File: src/rtl/spi_pkg.sv
// ---------------------------------------------------------------------------
// spi_pkg
// Definitions shared by the SPI master and slave: word/byte geometry, the
// slave FSM state type, and a helper that selects one bit of a word
// addressed by {byte index, bit index}.
// ---------------------------------------------------------------------------
package spi_pkg;

    localparam int SPI_WORD_W         = 32;
    localparam int SPI_BYTE_W         = 8;
    localparam int SPI_BYTES_PER_WORD = 4;

    typedef enum logic {
        IDLE   = 1'b0,
        SELECT = 1'b1
    } spi_state_e;

    // Bit 8*idx + bit_pos of a word; {idx, bit_pos} is exactly that index.
    function automatic logic word_bit(input logic [SPI_WORD_W-1:0] word,
                                      input logic [1:0]            idx,
                                      input logic [2:0]            bit_pos);
        word_bit = word[{idx, bit_pos}];
    endfunction

endpackage

File: src/rtl/spi_sync_edge.sv
// ---------------------------------------------------------------------------
// spi_sync_edge
// N-stage synchronizer for an asynchronous input, followed by a registered
// edge detector.
// Ports:
//   clk, reset_n : clock, synchronous active-low reset
//   din          : asynchronous input
//   rise, fall   : one-cycle pulses on a synchronized rising/falling edge
// Parameters:
//   STAGES       : synchronizer depth (2 or 3)
//   INIT         : idle level of din; the chain resets to it so that
//                  leaving reset does not fabricate an edge
// ---------------------------------------------------------------------------
module spi_sync_edge #(
    parameter int   STAGES = 2,
    parameter logic INIT   = 1'b0
) (
    input  logic clk,
    input  logic reset_n,
    input  logic din,
    output logic rise,
    output logic fall
);

    logic [STAGES-1:0] chain_r;
    logic              prev_r;
    logic              rise_r;
    logic              fall_r;

    // Synchronizer chain and registered edge detection on its last stage.
    always_ff @(posedge clk) begin
        if (!reset_n) begin
            chain_r <= {STAGES{INIT}};
            prev_r  <= INIT;
            rise_r  <= 1'b0;
            fall_r  <= 1'b0;
        end else begin
            chain_r <= {chain_r[STAGES-2:0], din};
            prev_r  <= chain_r[STAGES-1];
            rise_r  <= chain_r[STAGES-1] & ~prev_r;
            fall_r  <= ~chain_r[STAGES-1] & prev_r;
        end
    end

    assign rise = rise_r;
    assign fall = fall_r;

endmodule

File: src/rtl/spi_slave_core.sv
// ---------------------------------------------------------------------------
// spi_slave_core
// SPI mode-0 (CPOL=0, CPHA=0) LSB-first responder. A 32-bit word travels as
// four 8-bit slave-select frames, byte [7:0] first. All SPI inputs are
// oversampled in the clk domain.
// Ports:
//   clk, reset_n      : clock, synchronous active-low reset
//   sclk, ss_n, mosi  : asynchronous SPI inputs from the master
//   miso, miso_oe     : registered slave data out and its output enable
//   tx_data, tx_load  : next reply word and its one-cycle capture strobe
//   resync            : forces the byte index to 0, drops any partial word
//   rx_data, rx_valid : last complete received word and its update pulse
//   tx_underrun       : pulse, a word started with no fresh reply loaded
//   frame_err         : pulse, ss_n rose in the middle of a byte
// ---------------------------------------------------------------------------
module spi_slave_core
    import spi_pkg::*;
#(
    parameter int SYNC_STAGES = 2
) (
    input  logic                  clk,
    input  logic                  reset_n,
    input  logic                  sclk,
    input  logic                  ss_n,
    input  logic                  mosi,
    output logic                  miso,
    output logic                  miso_oe,
    input  logic [SPI_WORD_W-1:0] tx_data,
    input  logic                  tx_load,
    input  logic                  resync,
    output logic [SPI_WORD_W-1:0] rx_data,
    output logic                  rx_valid,
    output logic                  tx_underrun,
    output logic                  frame_err
);

    logic                   sclk_rise_s;
    logic                   sclk_fall_s;
    logic                   ss_rise_s;
    logic                   ss_fall_s;
    logic [SYNC_STAGES-1:0] mosi_chain_r;
    logic                   mosi_s;

    spi_state_e             state_r;
    logic [2:0]             bit_cnt_r;
    logic [1:0]             byte_idx_r;
    logic [SPI_BYTE_W-2:0]  rx_shift_r;   // bit 7 comes straight from mosi
    logic [23:0]            rx_word_r;    // bytes 0..2; byte 3 goes to rx_data
    logic [SPI_BYTE_W-1:0]  rx_byte_s;
    logic [SPI_WORD_W-1:0]  rx_data_r;
    logic                   rx_valid_r;
    logic                   frame_err_r;
    logic                   miso_r;
    logic                   miso_oe_r;

    logic [SPI_WORD_W-1:0]  tx_word_r;
    logic [SPI_WORD_W-1:0]  pend_word_r;
    logic                   pend_valid_r;
    logic                   fresh_r;      // a reply was loaded since the last word started
    logic                   tx_underrun_r;

    logic                   active_rise_s;
    logic                   word_start_s;
    logic                   word_done_s;
    logic                   load_now_s;

    spi_sync_edge #(.STAGES(SYNC_STAGES), .INIT(1'b0)) u_sclk_sync (
        .clk     (clk),
        .reset_n (reset_n),
        .din     (sclk),
        .rise    (sclk_rise_s),
        .fall    (sclk_fall_s)
    );

    spi_sync_edge #(.STAGES(SYNC_STAGES), .INIT(1'b1)) u_ss_sync (
        .clk     (clk),
        .reset_n (reset_n),
        .din     (ss_n),
        .rise    (ss_rise_s),
        .fall    (ss_fall_s)
    );

    // Plain synchronizer of equal depth keeps mosi aligned with the sclk edge pulse.
    always_ff @(posedge clk) begin
        if (!reset_n) begin
            mosi_chain_r <= {SYNC_STAGES{1'b0}};
        end else begin
            mosi_chain_r <= {mosi_chain_r[SYNC_STAGES-2:0], mosi};
        end
    end

    assign mosi_s = mosi_chain_r[SYNC_STAGES-1];

    // A sampling edge that is acted on: selected, not cancelled by resync or
    // by a simultaneous end of frame.
    assign active_rise_s = !resync && (state_r == SELECT) && !ss_rise_s && sclk_rise_s;
    assign word_start_s  = active_rise_s && (byte_idx_r == 2'd0) && (bit_cnt_r == 3'd0);
    assign word_done_s   = active_rise_s && (byte_idx_r == 2'd3) && (bit_cnt_r == 3'd7);
    // A load coinciding with the first sampling edge is too late for this word.
    assign load_now_s    = tx_load && (byte_idx_r == 2'd0) && (bit_cnt_r == 3'd0) && !word_start_s;
    assign rx_byte_s     = {mosi_s, rx_shift_r};

    // Frame FSM, receive shifting, word assembly and miso drive.
    always_ff @(posedge clk) begin
        if (!reset_n) begin
            state_r     <= IDLE;
            bit_cnt_r   <= 3'd0;
            byte_idx_r  <= 2'd0;
            rx_shift_r  <= 7'd0;
            rx_word_r   <= 24'd0;
            rx_data_r   <= 32'd0;
            rx_valid_r  <= 1'b0;
            frame_err_r <= 1'b0;
            miso_r      <= 1'b0;
            miso_oe_r   <= 1'b0;
        end else begin
            rx_valid_r  <= 1'b0;
            frame_err_r <= 1'b0;
            if (resync) begin
                state_r    <= IDLE;
                miso_oe_r  <= 1'b0;
                bit_cnt_r  <= 3'd0;
                byte_idx_r <= 2'd0;
                rx_shift_r <= 7'd0;
                rx_word_r  <= 24'd0;
            end else begin
                case (state_r)
                    IDLE: begin
                        // sclk edges are ignored here; only a new frame matters
                        if (ss_fall_s) begin
                            state_r   <= SELECT;
                            miso_oe_r <= 1'b1;
                            miso_r    <= word_bit(tx_word_r, byte_idx_r, bit_cnt_r);
                        end
                    end
                    SELECT: begin
                        if (ss_rise_s) begin
                            state_r   <= IDLE;
                            miso_oe_r <= 1'b0;
                            // a frame that ends mid-byte loses that byte only
                            if (bit_cnt_r != 3'd0) begin
                                bit_cnt_r   <= 3'd0;
                                rx_shift_r  <= 7'd0;
                                frame_err_r <= 1'b1;
                            end
                        end else if (sclk_rise_s) begin
                            if (bit_cnt_r == 3'd7) begin
                                bit_cnt_r  <= 3'd0;
                                rx_shift_r <= 7'd0;
                                byte_idx_r <= byte_idx_r + 2'd1;
                                case (byte_idx_r)
                                    2'd0: rx_word_r[7:0]   <= rx_byte_s;
                                    2'd1: rx_word_r[15:8]  <= rx_byte_s;
                                    2'd2: rx_word_r[23:16] <= rx_byte_s;
                                    2'd3: begin
                                        rx_data_r  <= {rx_byte_s, rx_word_r};
                                        rx_valid_r <= 1'b1;
                                        rx_word_r  <= 24'd0;
                                    end
                                    default: rx_word_r <= 24'd0;
                                endcase
                            end else begin
                                rx_shift_r[bit_cnt_r] <= mosi_s;
                                bit_cnt_r             <= bit_cnt_r + 3'd1;
                            end
                        end else if (sclk_fall_s) begin
                            miso_r <= word_bit(tx_word_r, byte_idx_r, bit_cnt_r);
                        end
                    end
                    default: begin
                        state_r   <= IDLE;
                        miso_oe_r <= 1'b0;
                    end
                endcase
            end
        end
    end

    // Reply word buffering: direct load at a word boundary, otherwise
    // pending until the next word completes; underrun detection at word start.
    always_ff @(posedge clk) begin
        if (!reset_n) begin
            tx_word_r     <= 32'd0;
            pend_word_r   <= 32'd0;
            pend_valid_r  <= 1'b0;
            fresh_r       <= 1'b0;
            tx_underrun_r <= 1'b0;
        end else begin
            tx_underrun_r <= word_start_s && !fresh_r;
            if (word_start_s) begin
                fresh_r <= 1'b0;
            end
            if (word_done_s) begin
                // a load on the completing edge is newer than anything pending
                if (tx_load) begin
                    tx_word_r    <= tx_data;
                    fresh_r      <= 1'b1;
                    pend_valid_r <= 1'b0;
                end else if (pend_valid_r) begin
                    tx_word_r    <= pend_word_r;
                    fresh_r      <= 1'b1;
                    pend_valid_r <= 1'b0;
                end
            end else if (load_now_s) begin
                tx_word_r    <= tx_data;
                fresh_r      <= 1'b1;
                pend_valid_r <= 1'b0;
            end else if (tx_load) begin
                pend_word_r  <= tx_data;
                pend_valid_r <= 1'b1;
            end
        end
    end

    assign miso        = miso_r;
    assign miso_oe     = miso_oe_r;
    assign rx_data     = rx_data_r;
    assign rx_valid    = rx_valid_r;
    assign tx_underrun = tx_underrun_r;
    assign frame_err   = frame_err_r;

endmodule

File: config.mk
export PLATFORM = sky130hd
export DESIGN_NAME = spi_slave_core
export DESIGN_NICKNAME = d
export VERILOG_FILES = /design/src/rtl/spi_pkg.sv /design/src/rtl/spi_sync_edge.sv /design/src/rtl/spi_slave_core.sv
export SDC_FILE = /design/constraint.sdc
export NUM_CORES = 1
export LEC_CHECK = 0
export ABC_AREA = 1
export CORE_UTILIZATION = 40
export CTS_BUF_LIST = sky130_fd_sc_hd__clkbuf_16
export DETAILED_ROUTE_END_ITERATION = 7
export GPL_TIMING_DRIVEN = 0
export PLACE_DENSITY = 0.68
export REMOVE_ABC_BUFFERS = 1
export SLEW_MARGIN = 30
export SYNTH_ARGS = -nofsm -noshare
export SYNTH_HDL_FRONTEND = slang
export SYNTH_HIERARCHICAL = 1
export SYNTH_SLANG_ARGS = --single-unit
export TNS_END_PERCENT = 100
File: constraint.sdc
create_clock -name clk -period 2 [get_ports clk]
set_input_delay 0.2 -clock clk [delete_from_list [all_inputs] [get_ports clk]]
set_output_delay 0.2 -clock clk [all_outputs]
set_load 0.01 [all_outputs]
==> results.ini <==
[outcome]
status=finished with violations
violations=DRC

[clock_network]
htreeDepth=4
cts_buffers=17
tritoncts=yes
root_buffer=clkbuf_16
path_clk_slew_ps=60
clock_latency_ps=430
cts.path.max_buffers=2
cts_num_sinks=152
hold_buffers=0

[drt]
viasPerCell=5.21
drc=10
wl_per_cell_um=15.3
drt_iter0_drc=495
dr.pass1.iters=8
ant_nets=0
finalWirelength_mm=16.5
dr_total_vias=5614

[logic_synthesis]
syn-cell-area_um2=6070
synth-main-ff-cell=dfxtp_1
yosys_warnings=6
synthArstFlopShare_pct=0
netlist_instances=809
avgSynthCellArea_um2=7.51
yosys_register_bits=152
synth_cell_types=26
synth_area_leader_cell=dfxtp_1
synth_area_leaders=dfxtp_1 (50%), o21ai_0 (9.1%), a21oi_1 (7.9%), nand2_1 (7.7%), nor2_1 (5.5%)
yosysSeqAreaShare_pct=50.1
synth_top_area_share_pct=50.1
synth_enable_flop_cells=0

[job]
maxCapViolCount=0

[sta]
hold_viol_final=0
worst_slew_pin_slew_ps=849
fmax_mhz=510
min_period_ps=1960
max_slew_margin_pct=43.2
skew_ps=6.94
finalWorstSetupSlack_ps=38.6
finalSetupViolations=0
final_max_slew_viol_count=0
finalCritPeriodShare_pct=98.1
rsz0062_at_grt=true

[placed_design]
dp_hpwl_mm=8.27
dp_slack_ps=-1770
place.gp.congestion=0.802
dpl.cell_count=1019
io_buffer_count=75

[layout]
drive_above_1_share_pct=9.62
layout_common_cells=dfxtp_1 (149), nand2_1 (120), o21ai_0 (107)
final_core_util_pct=53.2
fillers=1397
area_growth_pct=28.8
antenna_cells=0
layoutNonFillerInstCount=1078
final_nets=928
layout_commonest_cell=dfxtp_1

[die]
io_pins=76
start_util_pct=41.3
die_h_um=125
core_um2=14700
fp-row-count=44
die_area_um2=15700
chipWidth_um=125

[global_routing]
grt_start_max_net_pins=77
antenna_found_initial=0
overflow=0
grt_pass1_wl_mm=26.3
grt_pass1_vias=5134
track_usage_pct=21.2

[critical_path]
startpoint_type=primary input
cp_max_fo=17
cp.arrival_ps=2280
r2r_slack_ps=50
r2r_end=pend_word_r[2]
cp.required_ps=2320
path_class=in -> reg
end_kind=flop
rr_startpoint=bit_cnt_r[0]
ff2ff_path_depth=10

[power_and_ir_drop]
finalPower_w=0.00670
peakVddDrop_uv=602
p_per_area_nw_per_um2=857
power.leakage_nw=3.19

[hold_path]
holdCritPathClass=in -> reg
hold_depth=3
holdCritStartpoint=reset_n
hold_path_end=mosi_chain_r[1]

## cell usage after synthesis, drive strengths merged, types with 3 or more instances
cell type,n
a21oi,96
nor3,6
a211oi,3
nand2,125
buf,26
inv,87
a31oi,17
nand3,26
nand4,8
ha,6
clkbuf,24
dfxtp,152
nor2,92
o21ai,139
## cells by family (layout without fill, tap and decap cells)
family	after synthesis	count (layout)	synth area share, %
flops	152	152	50.1
simple gates	259	271	17.7
buf+inv	137	210	9.48
compound gates	255	255	21.5
fa+ha+maj	6	6	1.24
## where the power goes
group	internal [W]	switching (W)
registers	0.00313	0.0000477
clock network	0.00181	0.00128
logic	0.000182	0.000247
## cell type report
class / count / area (um^2) / share of cell area (%)
Timing Repair inverter: 3 / 18.8 / 0.240
Inverter: 87 / 359 / 4.59
Clock buffer: 17 / 425 / 5.44
Clock inverter: 13 / 131 / 1.68
Multi-Input combinational cell: 532 / 2690 / 34.4
Timing Repair Buffer: 90 / 913 / 11.7
Sequential cell: 152 / 3050 / 39.0
Tap cell: 184 / 230 / 2.94
## worst max-delay path by stage
stage | startpoint | endpoint | slack [ps] | depth (start not counted)
2_1_floorplan | bit_cnt_r[0] | tx_word_r[14] | -1150 | 9
3_3_place_gp | reset_n | rx_valid | -3750 | 5
3_5_place_dp | bit_cnt_r[0] | tx_word_r[10] | -1770 | 8
4_1_cts | bit_cnt_r[0] | rx_word_r[17] | -20 | 8
5_1_grt | bit_cnt_r[1] | tx_word_r[13] | -50 | 10
6_report | tx_load | tx_word_r[13] | 40 | 7
## critical path, cell delays in order
cell and delay, ps:
clkdlybuf4s50_1 1020, nand4_1 280, buf_6 250, nand2_8 150
o21ai_0 120, a21oi_1 190, nor2_1 60
## registers in the layout, summed over array words and instances (netlist names), 3 cells and up
name / cells
rx_word_r: 24
bit_cnt_r: 3
tx_word_r: 32
rx_shift_r: 7
rx_data: 32
pend_word_r: 32
## timing repair
item | in CTS | in global routing
setup buffers | 10 | 4
endpoints found under the hold margin | 0 | 0
resized for setup | 28 | 16
setup endpoints to repair | 139 | 90
cloned | 11 | 4
pin swaps | 7 | 5
## per-layer routing
metal / routed length [um] / up-vias / track usage [%]
met5: 0 / - / 0
met4: 268 / 0 / 8.32
met3: 956 / 24 / 4.62
met2: 7630 / 193 / 34.0
met1: 7650 / 2567 / 27.9
li1: - / 2830 / -
## per-stage QoR
stage	TNS (ps)	cell area [um^2]	hold WS, ps
final	0	7820	177
after global routing	-258	7820	198
after CTS	-88.1	7720	167
after detailed placement	-149020	6850	395
after global placement	-348600	6800	392
after floorplan	-63180	5820	269
No activity file was read; power rests on OpenSTA's default activity.
